## config.mk

```make
export PLATFORM = sky130hd
export DESIGN_NAME = morph_frame_ctrl
export DESIGN_NICKNAME = d
export VERILOG_FILES = /design/src/rtl/morph_pkg.sv /design/src/rtl/valid_delay_line.sv /design/src/rtl/morph_frame_ctrl.sv
export SDC_FILE = /design/constraint.sdc
export NUM_CORES = 1
export LEC_CHECK = 0
export CAP_MARGIN = 30
export CORE_ASPECT_RATIO = 0.6
export CORE_MARGIN = 8
export CORE_UTILIZATION = 55
export DETAILED_ROUTE_END_ITERATION = 16
export PLACE_DENSITY_LB_ADDON = 0.3
export RECOVER_POWER = 50
export REMOVE_ABC_BUFFERS = 1
export SLEW_MARGIN = 20
export SYNTH_ARGS = -nofsm -noshare
export SYNTH_HDL_FRONTEND = slang
export SYNTH_HIERARCHICAL = 1
export SYNTH_SLANG_ARGS = --single-unit
```

## constraint.sdc

```tcl
create_clock -name clk -period 2.71 [get_ports clk]
set_input_delay 0.271 -clock clk [delete_from_list [all_inputs] [get_ports clk]]
set_output_delay 0.271 -clock clk [all_outputs]
set_load 0.03 [all_outputs]
```

## src/rtl/morph_pkg.sv

```systemverilog
// Shared types and width helpers for the morphology frame controller.
// Counter widths are derived from image geometry through cnt_w().
package morph_pkg;

   typedef enum logic [2:0] {
      ST_IDLE  = 3'd0,
      ST_RUN   = 3'd1,
      ST_FLUSH = 3'd2,
      ST_DRAIN = 3'd3,
      ST_DONE  = 3'd4
   } state_t;

   localparam int unsigned IMG_W_DEF    = 640;
   localparam int unsigned IMG_H_DEF    = 480;
   localparam int unsigned PIPE_LAT_DEF = 2;

   // Bits needed to hold values 0 .. n-1, never less than one.
   function automatic int unsigned cnt_w(input int unsigned n);
      return (n < 2) ? 1 : $clog2(n);
   endfunction

   localparam int unsigned COL_W_DEF = cnt_w(IMG_W_DEF);
   localparam int unsigned ROW_W_DEF = cnt_w(IMG_H_DEF);

endpackage

```

## src/rtl/valid_delay_line.sv

```systemverilog
// Fixed-depth shift register that carries the output-pixel valid flag and its
// coordinates alongside the filter pipeline; it advances every cycle.
module valid_delay_line #(
   parameter int unsigned DEPTH = 2,
   parameter int unsigned RW    = 2,
   parameter int unsigned CW    = 2
) (
   input  logic          clk,
   input  logic          rstn,
   input  logic          i_clr,
   input  logic          i_valid,
   input  logic [RW-1:0] i_row,
   input  logic [CW-1:0] i_col,
   output logic          o_valid,
   output logic [RW-1:0] o_row,
   output logic [CW-1:0] o_col
);

   logic [DEPTH-1:0] r_valid;
   logic [RW-1:0]    r_row [DEPTH];
   logic [CW-1:0]    r_col [DEPTH];

   always_ff @(posedge clk or negedge rstn) begin
      if (!rstn) begin
         r_valid <= '0;
         for (int unsigned i = 0; i < DEPTH; i++) begin
            r_row[i] <= '0;
            r_col[i] <= '0;
         end
      end else if (i_clr) begin
         r_valid <= '0;
         for (int unsigned i = 0; i < DEPTH; i++) begin
            r_row[i] <= '0;
            r_col[i] <= '0;
         end
      end else begin
         r_valid[0] <= i_valid;
         r_row[0]   <= i_row;
         r_col[0]   <= i_col;
         for (int unsigned i = 1; i < DEPTH; i++) begin
            r_valid[i] <= r_valid[i-1];
            r_row[i]   <= r_row[i-1];
            r_col[i]   <= r_col[i-1];
         end
      end
   end

   assign o_valid = r_valid[DEPTH-1];
   assign o_row   = r_row[DEPTH-1];
   assign o_col   = r_col[DEPTH-1];

endmodule

```

## src/rtl/morph_frame_ctrl.sv

```systemverilog
// Frame sequencer for a 3x3 morphology window: accepts IMG_W*IMG_H pixels,
// flushes the line buffers with padding and tags each filter output.
module morph_frame_ctrl
   import morph_pkg::*;
#(
   parameter int unsigned IMG_W    = IMG_W_DEF,
   parameter int unsigned IMG_H    = IMG_H_DEF,
   parameter int unsigned PIPE_LAT = PIPE_LAT_DEF
) (
   input  logic                      clk,
   input  logic                      rstn,
   input  logic                      start,
   input  logic                      abort,
   input  logic                      in_valid,
   output logic                      in_ready,
   output logic                      lb_clken,
   output logic                      pad_sel,
   output logic                      out_valid,
   output logic                      out_border,
   output logic [cnt_w(IMG_H)-1:0]   out_row,
   output logic [cnt_w(IMG_W)-1:0]   out_col,
   output logic                      busy,
   output logic                      done,
   output logic                      start_err
);

   localparam int unsigned RW   = cnt_w(IMG_H);
   localparam int unsigned CW   = cnt_w(IMG_W);
   localparam int unsigned NPIX = IMG_W * IMG_H;
   localparam int unsigned IW   = cnt_w(NPIX + 1);
   localparam int unsigned FW   = cnt_w(IMG_W + 2);
   localparam int unsigned DW   = cnt_w(PIPE_LAT + 1);

   state_t        r_state;
   state_t        w_nxt;
   logic [IW-1:0] r_in_cnt;
   logic [FW-1:0] r_flush_cnt;
   logic [FW-1:0] r_warm;
   logic [DW-1:0] r_drain_cnt;
   logic [RW-1:0] r_crow;
   logic [CW-1:0] r_ccol;
   logic          w_cvalid;
   logic          w_clr;
   logic          w_dl_valid;
   logic [RW-1:0] w_dl_row;
   logic [CW-1:0] w_dl_col;

   always_ff @(posedge clk or negedge rstn) begin
      if (!rstn) r_state <= ST_IDLE;
      else       r_state <= w_nxt;
   end

   always_comb begin
      w_nxt = r_state;
      if (abort) begin
         w_nxt = ST_IDLE;
      end else begin
         case (r_state)
            ST_IDLE:  if (start) w_nxt = ST_RUN;
            ST_RUN:   if (in_valid && r_in_cnt == IW'(NPIX - 1)) w_nxt = ST_FLUSH;
            ST_FLUSH: if (r_flush_cnt == FW'(IMG_W)) w_nxt = ST_DRAIN;
            ST_DRAIN: if (r_drain_cnt == DW'(PIPE_LAT - 1)) w_nxt = ST_DONE;
            ST_DONE:  w_nxt = ST_IDLE;
            default:  w_nxt = ST_IDLE;
         endcase
      end
   end

   always_comb begin
      in_ready = 1'b0;
      lb_clken = 1'b0;
      pad_sel  = 1'b0;
      busy     = 1'b0;
      done     = 1'b0;
      case (r_state)
         ST_RUN: begin
            in_ready = 1'b1;
            lb_clken = in_valid;
            busy     = 1'b1;
         end
         ST_FLUSH: begin
            lb_clken = 1'b1;
            pad_sel  = 1'b1;
            busy     = 1'b1;
         end
         ST_DRAIN: busy = 1'b1;
         ST_DONE: begin
            busy = 1'b1;
            done = 1'b1;
         end
         default: ;
      endcase
   end

   assign start_err = start & busy;

   // The first IMG_W+1 shifts only prime the window; centre coordinates
   // start counting once r_warm saturates.
   assign w_cvalid = (r_warm == FW'(IMG_W + 1));
   assign w_clr    = abort || (r_state == ST_IDLE);

   always_ff @(posedge clk or negedge rstn) begin
      if (!rstn) begin
         r_in_cnt    <= '0;
         r_flush_cnt <= '0;
         r_warm      <= '0;
         r_drain_cnt <= '0;
         r_crow      <= '0;
         r_ccol      <= '0;
      end else if (w_clr) begin
         r_in_cnt    <= '0;
         r_flush_cnt <= '0;
         r_warm      <= '0;
         r_drain_cnt <= '0;
         r_crow      <= '0;
         r_ccol      <= '0;
      end else begin
         if (lb_clken) begin
            if (r_state == ST_RUN) r_in_cnt <= r_in_cnt + 1'b1;
            if (!w_cvalid) begin
               r_warm <= r_warm + 1'b1;
            end else if (r_ccol == CW'(IMG_W - 1)) begin
               r_ccol <= '0;
               r_crow <= (r_crow == RW'(IMG_H - 1)) ? '0 : r_crow + 1'b1;
            end else begin
               r_ccol <= r_ccol + 1'b1;
            end
         end
         if (r_state == ST_FLUSH) r_flush_cnt <= r_flush_cnt + 1'b1;
         if (r_state == ST_DRAIN) r_drain_cnt <= r_drain_cnt + 1'b1;
      end
   end

   // Zero the coordinates of non-valid slots so idle outputs read as 0.
   assign w_dl_valid = lb_clken & w_cvalid;
   assign w_dl_row   = w_dl_valid ? r_crow : '0;
   assign w_dl_col   = w_dl_valid ? r_ccol : '0;

   valid_delay_line #(
      .DEPTH (PIPE_LAT),
      .RW    (RW),
      .CW    (CW)
   ) u_valid_dly (
      .clk     (clk),
      .rstn    (rstn),
      .i_clr   (abort),
      .i_valid (w_dl_valid),
      .i_row   (w_dl_row),
      .i_col   (w_dl_col),
      .o_valid (out_valid),
      .o_row   (out_row),
      .o_col   (out_col)
   );

   assign out_border = out_valid &&
                       (out_row == RW'(0) || out_row == RW'(IMG_H - 1) ||
                        out_col == CW'(0) || out_col == CW'(IMG_W - 1));

endmodule
```

==> impl_metrics.json <==
{
  "drt-wirelength-per-cell_um": 16.62,
  "ios": 32,
  "clk_pin_slew_worst_paths_ns": 0.07,
  "ys.flop_type": "dfrtp_1",
  "clk_latency_ns": 0.34,
  "multiInputGateArea_um2": 2459,
  "irDropWorstVdd_uv": 287.6,
  "diodes": 0,
  "cts_tree": "yes",
  "power.share.switching": 0.2204,
  "initial_core_util": 0.5553,
  "tns_ns": 0,
  "die-area_um2": 13280,
  "root_buffer": "clkbuf_16",
  "clock.fmax_mhz": 387.6,
  "critical_path.max_fanout": 3,
  "violations": "max-capacitance violations, max-slew violations",
  "r2r_slack_ns": 0.26,
  "finClkSkew_ns": 0.009443,
  "synth_edf_count": 0,
  "p_int_mw": 2.299,
  "synth_compound_area_frac": 0.1084,
  "nNetsFinal": 568,
  "fin_cells": 695,
  "overflow": 0,
  "power_density_nw_per_um2": 493.7,
  "worstSetupPathType": "reg -> out",
  "cts.sinks": 103,
  "ys_ff_latch": 103,
  "dp_hpwl_um": 7932,
  "muxShareOfSynthArea": 0.01678,
  "drc": 0,
  "gp_congestion": 0.8499,
  "async_reset_ff_frac": 1.000,
  "postRouteAntennaNets": 0,
  "min_period_ns": 2.580,
  "core_um2": 9669,
  "portBuffers": 31,
  "yosysTopAreaCell": "dfrtp_1",
  "num-fill-cells": 813,
  "dpl.cell_count": 678,
  "grt_use_total": 0.1822,
  "grt_max_degree": 53,
  "clock_power_share": 0.430,
  "startpoint_type": "flop",
  "pwr-share-seq": 0.523,
  "hold_slack_ns": 0.4257,
  "syn_to_final_growth_pct": 11.28,
  "ys_seq_area_frac": 0.4801,
  "drt_pass1_iterations": 5,
  "ys_top_cells_by_area": "dfrtp_1, nor2b_2, a21oi_1",
  "power_frac_comb": 0.047,
  "slew_violations": 33,
  "layout_common_cells": "dfrtp_1, a21oi_1, nand2_1, nor2b_2, clkdlybuf4s50_1",
  "endpoint_kind": "output port",
  "synth_xor_area_frac": 0.02121,
  "leakage_nw": 2.379,
  "layout.cells.most_common": "dfrtp_1",
  "grt_pass1_vias": 3859,
  "yosysWarnings": 6,
  "synth_cells": 547,
  "netlist_area_um2": 5369,
  "fp.dieH_um": 92.53,
  "drv_cap": 1,
  "synth_top_area_share": 0.4801,
  "cts_buffers": 9,
  "synth_simple_gate_area_share": 0.2934,
  "htree_levels": 3,
  "p_sw_mw": 0.6502,
  "avgViaCountPerCell": 5.931,
  "synthAdderAreaFrac": 0.01864,
  "rsz0062_at_grt": "no",
  "wl_um": 11550,
  "status": "finished, violations left",
  "ys_types": 56,
  "dr_total_vias": 4122,
  "finalCritPeriodShare": 0.9520,
  "hold_viol_final": 0,
  "finalSetupViolCount": 0,
  "die_x_um": 143.6,
  "worstPathRequired_ns": 2.44,
  "first_iter_violations": 368,
  "rows": 28,
  "drive_gt1_frac": 0.1196,
  "tightest_slew_ns": 1.885,
  "synth_top_family_by_area": "simple AND/OR/NAND/NOR gates",
  "final-seq-area_um2": 2577,
  "cts.path.max_buffers": 2,
  "cp.arrival_ns": 2.31,
  "relSlewSlack": -0.2568,
  "antenna_found_initial": 0,
  "hp-class": "in -> reg",
  "final_util": 0.6179,
  "grt_first_pass_wirelength_um": 19470,
  "avgSynthCellArea_um2": 9.815
}
## worst paths after layout
kind,start,endpoint,cells after the start
min in group asynchronous,rstn,u_valid_dly/r_row[10]$_DFF_PN0_,2
min reg2reg,u_valid_dly/r_col[16]$_DFF_PN0_,u_valid_dly/o_col[6]$_DFF_PN0_,1
max in group asynchronous,rstn,r_crow[7]$_DFFE_PN0P_,3
max,u_valid_dly/o_row[0]$_DFF_PN0_,out_border,5
min,abort,r_drain_cnt[0]$_DFFE_PN0P_,2
max reg2reg,r_warm[1]$_DFFE_PN0P_,r_crow[5]$_DFFE_PN0P_,7
## layout make-up
cell class                 count  share of cell area
clock buffer                  14             0.04754
clock inverter                 2            0.002094
inverter                      14            0.008796
multi-input combinational    381              0.4115
sequential                   103              0.4314
tap                          135             0.02827
timing repair buffer          46             0.07037
## Yosys cell counts (all sizes together), types with 9 or more instances
| cell type | count |
|---|---|
| nand3 | 22 |
| dfrtp | 103 |
| nor2b | 42 |
| buf | 26 |
| o21ai | 19 |
| a21oi | 39 |
| nor2 | 25 |
| mux2i | 9 |
| o31ai | 16 |
| nand2 | 34 |
| or3 | 14 |
| and2 | 24 |
| or4 | 19 |
| inv | 14 |
| nand4 | 16 |
| nor3 | 10 |
| nor4 | 11 |
| clkbuf | 23 |
| xnor2 | 9 |
## per-stage QoR
stage	cell area (µm²)	setup slack (ns)	total power [mW]
6_report	5974	0.1300	2.949
2_1_floorplan	5091	0.2875	1.622
5_1_grt	5974	0.01105	3.050
3_3_place_gp	5678	0.3399	1.711
4_1_cts	5984	0.1013	2.973
3_5_place_dp	5678	0.2813	1.715
## per-layer routing
layer	wire (µm)	up-vias	track usage
met5	0	-	0
li1	-	1948	-
met3	719	13	0.04674
met4	123	0	0.04787
met1	5323	2045	0.2572
met2	5385	116	0.2739
## timing repair
action / CTS / global route
setup buffers: 0 / 0
resized for setup: 0 / 0
hold buffers: 1 / 0
endpoints found under the hold margin: 31 / 0
## state kept, by name (all words and copies together), names as in the netlist
signal,cells
r_ccol,10
r_drain_cnt,2
u_valid_dly/r_row,9
r_flush_cnt,10
u_valid_dly/r_col,10
r_warm,10
r_in_cnt,19
u_valid_dly/r_valid,2
u_valid_dly/o_col,10
u_valid_dly/o_row,9
r_state,3
r_crow,9
## worst max-delay path: stages, from the launching register on
cell and delay (ns):
dfrtp_1 0.40, nor4_1 0.40, nand2_1 0.10, a21oi_1 0.22, o21a_1 0.16, clkdlybuf4s50_1 0.67
## cells by family after synthesis
kind of cell,count (synthesis)
AOI/OAI and AO/OA,95
xor gates and xnor gates,13
DFF,103
muxes,9
buffers and inverters,63
adders and majority gates,8
and+or+nand+nor,256
## power by group through the flow
stage               registers [mW]  logic, mW  clock network (mW)
finish                        1.54      0.140                1.27
global route                  1.54      0.157                1.35
CTS                           1.54      0.145                1.29
detailed placement            1.57      0.143                   0
global placement              1.57      0.139                   0
floorplan                     1.57     0.0478                   0
(Power assumes the default switching activity.)
